**config.mk**
```make
export PLATFORM = sky130hd
export DESIGN_NAME = raster_pixel_source_flat
export DESIGN_NICKNAME = d
export VERILOG_FILES = /design/src/rtl/raster_pixel_source_if.sv /design/src/rtl/raster_pixel_source.sv /design/src/flat_wrapper.sv
export SDC_FILE = /design/constraint.sdc
export NUM_CORES = 1
export LEC_CHECK = 0
export CORE_ASPECT_RATIO = 1.1
export CORE_UTILIZATION = 55
export CTS_BUF_LIST = sky130_fd_sc_hd__clkbuf_4 sky130_fd_sc_hd__clkbuf_8
export DETAILED_ROUTE_END_ITERATION = 7
export PLACE_DENSITY_LB_ADDON = 0.15
export REMOVE_ABC_BUFFERS = 1
export SLEW_MARGIN = 20
export SYNTH_ARGS = -nofsm -noshare
export SYNTH_HDL_FRONTEND = slang
export SYNTH_SLANG_ARGS = --single-unit
```
**constraint.sdc**
```tcl
create_clock -name aclk -period 3.9 [get_ports aclk]
set_clock_uncertainty 0.15 [all_clocks]
set_input_delay 0.585 -clock aclk [delete_from_list [all_inputs] [get_ports aclk]]
set_output_delay 0.585 -clock aclk [all_outputs]
set_load 0.05 [all_outputs]
```
**src/rtl/raster_pixel_source_if.sv**
```systemverilog
// Pixel-stream bundle between the compute units, the raster pixel source and
// the downstream 32-bit video packer.
//
// Signals:
//   in_iter  : per-pixel iteration count from the compute units
//   in_valid : in_iter is valid
//   in_ready : pixel source accepts in_iter this cycle
//   r, g, b  : 8-bit pixel colour towards the packer
//   valid    : pixel towards the packer is valid
//   ready    : packer is ready to take the pixel
//   sof, eol : start-of-frame / end-of-line tags for the presented pixel
//
// Modports:
//   master : the pixel source (consumes iterations, produces pixels)
//   slave  : the environment (compute-unit side and packer side)
interface raster_pixel_source_if #(
  parameter int ITER_W = 8
);
  logic [ITER_W-1:0] in_iter;
  logic              in_valid;
  logic              in_ready;
  logic [7:0]        r;
  logic [7:0]        g;
  logic [7:0]        b;
  logic              valid;
  logic              ready;
  logic              sof;
  logic              eol;

  modport master (
    input  in_iter, in_valid, ready,
    output in_ready, r, g, b, valid, sof, eol
  );

  modport slave (
    output in_iter, in_valid, ready,
    input  in_ready, r, g, b, valid, sof, eol
  );
endinterface

```
**src/rtl/raster_pixel_source.sv**
```systemverilog
// Raster pixel source: takes one iteration count per raster position, maps it
// to RGB, tags it with sof/eol from internal x/y counters and presents it as a
// registered pixel on a valid/ready stream for the video packer.
//
// Ports:
//   aclk        : clock
//   aresetn     : synchronous active-low reset
//   run         : 1 = generate frames continuously; only looked at while idle
//                 and on the last pixel of a frame
//   px          : pixel-stream interface (master side), see raster_pixel_source_if
//   frame_done  : one-cycle pulse after the last pixel of a frame is accepted
//   frame_count : number of completed frames, wraps at 16 bits
//   busy        : frame in progress or a pixel still waiting for the packer
module raster_pixel_source #(
  parameter int X_SIZE   = 640,
  parameter int Y_SIZE   = 480,
  parameter int ITER_W   = 8,
  parameter int MAX_ITER = 255
) (
  input  logic                   aclk,
  input  logic                   aresetn,
  input  logic                   run,
  raster_pixel_source_if.master  px,
  output logic                   frame_done,
  output logic [15:0]            frame_count,
  output logic                   busy
);

  localparam int XW = (X_SIZE > 1) ? $clog2(X_SIZE) : 1;
  localparam int YW = (Y_SIZE > 1) ? $clog2(Y_SIZE) : 1;
  localparam logic [XW-1:0]     X_LAST     = XW'(X_SIZE - 1);
  localparam logic [YW-1:0]     Y_LAST     = YW'(Y_SIZE - 1);
  localparam logic [ITER_W-1:0] ITER_BLACK = ITER_W'(MAX_ITER);

  typedef enum logic {
    IDLE,
    ACTIVE
  } state_t;

  state_t          state_q, state_d;
  logic [XW-1:0]   x_q, x_d;
  logic [YW-1:0]   y_q, y_d;
  logic [7:0]      r_q, r_d;
  logic [7:0]      g_q, g_d;
  logic [7:0]      b_q, b_d;
  logic            valid_q, valid_d;
  logic            sof_q, sof_d;
  logic            eol_q, eol_d;
  logic            frame_done_q, frame_done_d;
  logic [15:0]     frame_count_q, frame_count_d;

  logic            in_ready;
  logic            acc;
  logic            last_x;
  logic            frame_end;
  logic [7:0]      c;

  // The output slot can take a new pixel when empty or when the held pixel
  // leaves in the same cycle, so full throughput needs no bubbles.
  always_comb begin
    in_ready  = (state_q == ACTIVE) && (!valid_q || px.ready);
    acc       = px.in_valid && in_ready;
    last_x    = (x_q == X_LAST);
    frame_end = acc && last_x && (y_q == Y_LAST);
    c         = px.in_iter[7:0];
  end

  // Run control: a started frame always finishes; run is only sampled on the
  // frame's last accepted pixel.
  always_comb begin
    state_d = state_q;
    case (state_q)
      IDLE:    if (run) state_d = ACTIVE;
      ACTIVE:  if (frame_end && !run) state_d = IDLE;
      default: state_d = IDLE;
    endcase
  end

  // Output register, raster counters and frame status. Data only changes on
  // an accept, so a stalled pixel stays stable with no path from ready to data.
  always_comb begin
    x_d           = x_q;
    y_d           = y_q;
    r_d           = r_q;
    g_d           = g_q;
    b_d           = b_q;
    valid_d       = valid_q;
    sof_d         = sof_q;
    eol_d         = eol_q;
    frame_done_d  = frame_end;
    frame_count_d = frame_count_q + 16'(frame_end);

    if (acc) begin
      // The black test uses every iteration bit; the colour ramp only the low byte.
      if (px.in_iter == ITER_BLACK) begin
        r_d = 8'h00;
        g_d = 8'h00;
        b_d = 8'h00;
      end else begin
        r_d = c;
        g_d = {c[6:0], 1'b0};
        b_d = 8'hFF - c;
      end
      sof_d   = (x_q == '0) && (y_q == '0);
      eol_d   = last_x;
      valid_d = 1'b1;

      if (last_x) begin
        x_d = '0;
        y_d = (y_q == Y_LAST) ? '0 : y_q + 1'b1;
      end else begin
        x_d = x_q + 1'b1;
      end
    end else if (px.ready) begin
      valid_d = 1'b0;
    end
  end

  always_ff @(posedge aclk) begin
    if (!aresetn) begin
      state_q       <= IDLE;
      x_q           <= '0;
      y_q           <= '0;
      r_q           <= 8'h00;
      g_q           <= 8'h00;
      b_q           <= 8'h00;
      valid_q       <= 1'b0;
      sof_q         <= 1'b0;
      eol_q         <= 1'b0;
      frame_done_q  <= 1'b0;
      frame_count_q <= 16'h0000;
    end else begin
      state_q       <= state_d;
      x_q           <= x_d;
      y_q           <= y_d;
      r_q           <= r_d;
      g_q           <= g_d;
      b_q           <= b_d;
      valid_q       <= valid_d;
      sof_q         <= sof_d;
      eol_q         <= eol_d;
      frame_done_q  <= frame_done_d;
      frame_count_q <= frame_count_d;
    end
  end

  assign px.in_ready  = in_ready;
  assign px.r         = r_q;
  assign px.g         = g_q;
  assign px.b         = b_q;
  assign px.valid     = valid_q;
  assign px.sof       = sof_q;
  assign px.eol       = eol_q;
  assign frame_done   = frame_done_q;
  assign frame_count  = frame_count_q;
  assign busy         = (state_q != IDLE) || valid_q;

endmodule

```
**src/flat_wrapper.sv**
```systemverilog
// flat-port wrapper written by rule: the top's interface ports become plain ports
module raster_pixel_source_flat 
#(
  parameter int X_SIZE   = 640,
  parameter int Y_SIZE   = 480,
  parameter int ITER_W   = 8,
  parameter int MAX_ITER = 255
)
  (aclk, aresetn, run, frame_done, frame_count, busy, px_in_iter, px_in_valid, px_ready, px_in_ready, px_r, px_g, px_b, px_valid, px_sof, px_eol);
  raster_pixel_source_if #(.ITER_W(ITER_W)) px_i ();
  input  logic aclk;
  input  logic aresetn;
  input  logic run;
  output logic frame_done;
  output logic [15:0] frame_count;
  output logic busy;
  input wire logic [$bits(px_i.in_iter)-1:0] px_in_iter;
  input wire logic [$bits(px_i.in_valid)-1:0] px_in_valid;
  input wire logic [$bits(px_i.ready)-1:0] px_ready;
  output wire logic [$bits(px_i.in_ready)-1:0] px_in_ready;
  output wire logic [$bits(px_i.r)-1:0] px_r;
  output wire logic [$bits(px_i.g)-1:0] px_g;
  output wire logic [$bits(px_i.b)-1:0] px_b;
  output wire logic [$bits(px_i.valid)-1:0] px_valid;
  output wire logic [$bits(px_i.sof)-1:0] px_sof;
  output wire logic [$bits(px_i.eol)-1:0] px_eol;
  assign px_i.in_iter = px_in_iter;
  assign px_i.in_valid = px_in_valid;
  assign px_i.ready = px_ready;
  assign px_in_ready = px_i.in_ready;
  assign px_r = px_i.r;
  assign px_g = px_i.g;
  assign px_b = px_i.b;
  assign px_valid = px_i.valid;
  assign px_sof = px_i.sof;
  assign px_eol = px_i.eol;
  raster_pixel_source #(.X_SIZE(X_SIZE), .Y_SIZE(Y_SIZE), .ITER_W(ITER_W), .MAX_ITER(MAX_ITER)) u_core (.aclk(aclk), .aresetn(aresetn), .run(run), .px(px_i), .frame_done(frame_done), .frame_count(frame_count), .busy(busy));
endmodule
```
==> metrics.yaml <==
synth_cells: 306
stdcell_area_um2: 3260
critPathMaxStageDelay_ns: 0.79
cts_resized: 0
syn-cell-area_um2: 2630
place_congestion: 0.866
synth.most_common_cell: "dfxtp_1"
fmax_ghz: 0.322
critPathArrivalTime_ns: 2.37
grt_remaining_overflow: 0
fillers: 374
status: "completed"
num_antenna_cells: 0
drc: 0
die_y_um: 74.5
cellLeakagePower_nw: 1.09
num_vias: 2361
met1_usage_pct: 31.4
max-cap-violations: 0
path_delay_family: "buffers and inverters"
grt_pass1_wl_um: 9060
min_period_ns: 3.10
ys_seq_area_share_pct: 42.7
path_common_cell: "clkdlybuf4s50_1"
wl_per_cell_um: 14.3
worstPathMaxFanout: 9
rsz0062_at_grt: "no"
tns_ns: 0
finalNonFillerCells: 409
ant_nets: 0
viasPerCell: 5.77
cp.required_ns: 3.16
grt_pass1_vias: 1963
fin_crit_sh_pct: 79.6
multi_input_area_um2: 1360
ys_top_cells_by_count: "56 x dfxtp_1, 29 x nand2_1, 29 x nor2_1"
ff_latch_area_um2: 1120
core_area_um2: 4620
synthArstFlopShare_pct: 0
maxSlewHeadroom_pct: 34.8
htreeDepth: 2
peakVddDrop_uv: 223
placedInstanceArea_um2: 3180
grt_max_degree: 27
setup_violations: 0
met2_usage_pct: 38.0
finalNetCount: 372
antenna_found_initial: 0
fp.dieW_um: 67.9
ys_seq_elements: 56
grtUsageMet3_pct: 6.13
path_cells: "clkdlybuf4s50_1, nand2b_1, and2_1, clkdlybuf4s50_1"
worst_slew_pin_slew_ns: 0.977
cts_buffers: 5
dp.cells: 402
gr-max-usage-layer: "met2"
synth-edff-count: 0
clockBufferDepth: 2
firstDrtPassIters: 4
clk_pin_slew_ns: 0.09
io_pins: 59
crit_buf_inv: 2
path_class: "input pin to output port"
ctsHoldBuffers: 0
synth.distinct_cells: 44
post-synth-top-area-cell: "dfxtp_1"
ys_top_cells_by_area: "dfxtp_1 43%, nand2_1 4.1%, nor2_1 4.1%"
synth_ff_type: "dfxtp_1"
syn_to_final_growth_pct: 24.0
finalHoldViolations: 0
clkSinkCount: 56
startpoint_type: "input pin"
drv_slew: 0
worst_path_max_delay_cell: "clkdlybuf4s50_1"
yosys_warnings: 0
min_path_type: "flip-flop to flip-flop"
post_cts_buffers: 0
dp_hpwl_um: 4260
start_util_pct: 56.9
root_buffer: "clkbuf_8"
wirelength_um: 5830
track_usage_pct: 23.7
die_area_um2: 5060
end_kind: "output port"
cts_tree: "done"
numPortBuffers: 57
row_count: 26
synth.avg_cell_area_um2: 8.58
drtIter0Drc: 153
powerDensity_nw_per_um2: 328
drive_gt1_share_pct: 5.67
clk_latency_ns: 0.31
synth_top_area_share_pct: 42.7
## kinds of logic after synthesis
kind of cell               after synthesis  share of synthesized area (%)
and+or+nand+nor                        146                           30.3
buffers and inverters                   28                           5.48
DFF                                     56                           42.7
xor gates and xnor gates                16                           5.34
AOI/OAI and AO/OA                       48                           11.3
muxes                                    5                           1.91
other                                    1                          0.143
adders and majority gates                6                           2.86
## through the flow
step / setup slack, ns / hold slack (ns) / util [%] / total power [mW]
2_1_floorplan: 1.24 / 0.301 / - / 0.710
3_5_place_dp: 0.674 / 0.293 / 68.7 / 0.774
5_1_grt: 0.731 / 0.319 / 70.5 / 1.11
6_report: 0.797 / 0.305 / 70.5 / 1.07
4_1_cts: 0.795 / 0.306 / 70.5 / 1.08
3_3_place_gp: 0.810 / 0.288 / 68.7 / 0.771
## state kept, by name (all words and copies together), names as in the netlist, 8 cells and up
signal / count
u_core.px.r: 8
u_core.px.b: 8
u_core.y_q: 9
u_core.x_q: 10
u_core.frame_count: 16
## tightest hold or removal path, delay by kind of cell, from the launching register on
kind               cells  cell delay (ns)
DFF                    1             0.32
AOI/OAI and AO/OA      1             0.05
and+or+nand+nor        1             0.05
## metal layers
| layer | share of wire, % | vias to the layer above | routed length, µm |
|---|---|---|---|
| met1 | 46 | 1096 | 2670 |
| met3 | 6.0 | 8 | 347 |
| met4 | 1.0 | 0 | 59 |
| met2 | 47 | 78 | 2760 |
| met5 | 0 | - | 0 |
| li1 | - | 1179 | - |
## path summary, 6_finish.rpt
path                  start                     end  slack (ns)  depth (start not counted)
min          u_core.px.r[7]          u_core.px.r[7]        0.31                          2
max                px_ready             px_in_ready        0.80                          4
min reg2reg  u_core.px.r[7]          u_core.px.r[7]        0.31                          2
max reg2reg   u_core.x_q[6]  u_core.frame_count[13]        1.15                          8
## cell usage in the layout (no fill, tap or decap), types with 8 or more instances in the layout
cell type	Yosys	final
clkdlybuf4s50_1	0	57
a211oi_1	10	10
dfxtp_1	56	56
nand3_1	21	21
xor2_1	9	9
nor2_1	29	29
nor3_1	8	8
a21oi_1	21	21
nand4_1	11	11
nand2_1	29	29
## power breakdown
group	switching, mW	internal (mW)
combinational	0.108	0.0557
sequential	0.0101	0.586
clock	0.185	0.122
total	0.304	0.764
## layout make-up
cell class	instances	share of cell area, %
Tap cell	56	2.15
Multi-Input combinational cell	222	41.8
Clock inverter	2	0.384
Sequential cell	56	34.4
Clock buffer	5	2.11
Timing Repair Buffer	60	18.2
Inverter	8	0.922
Power figures use the tool's default switching activity.
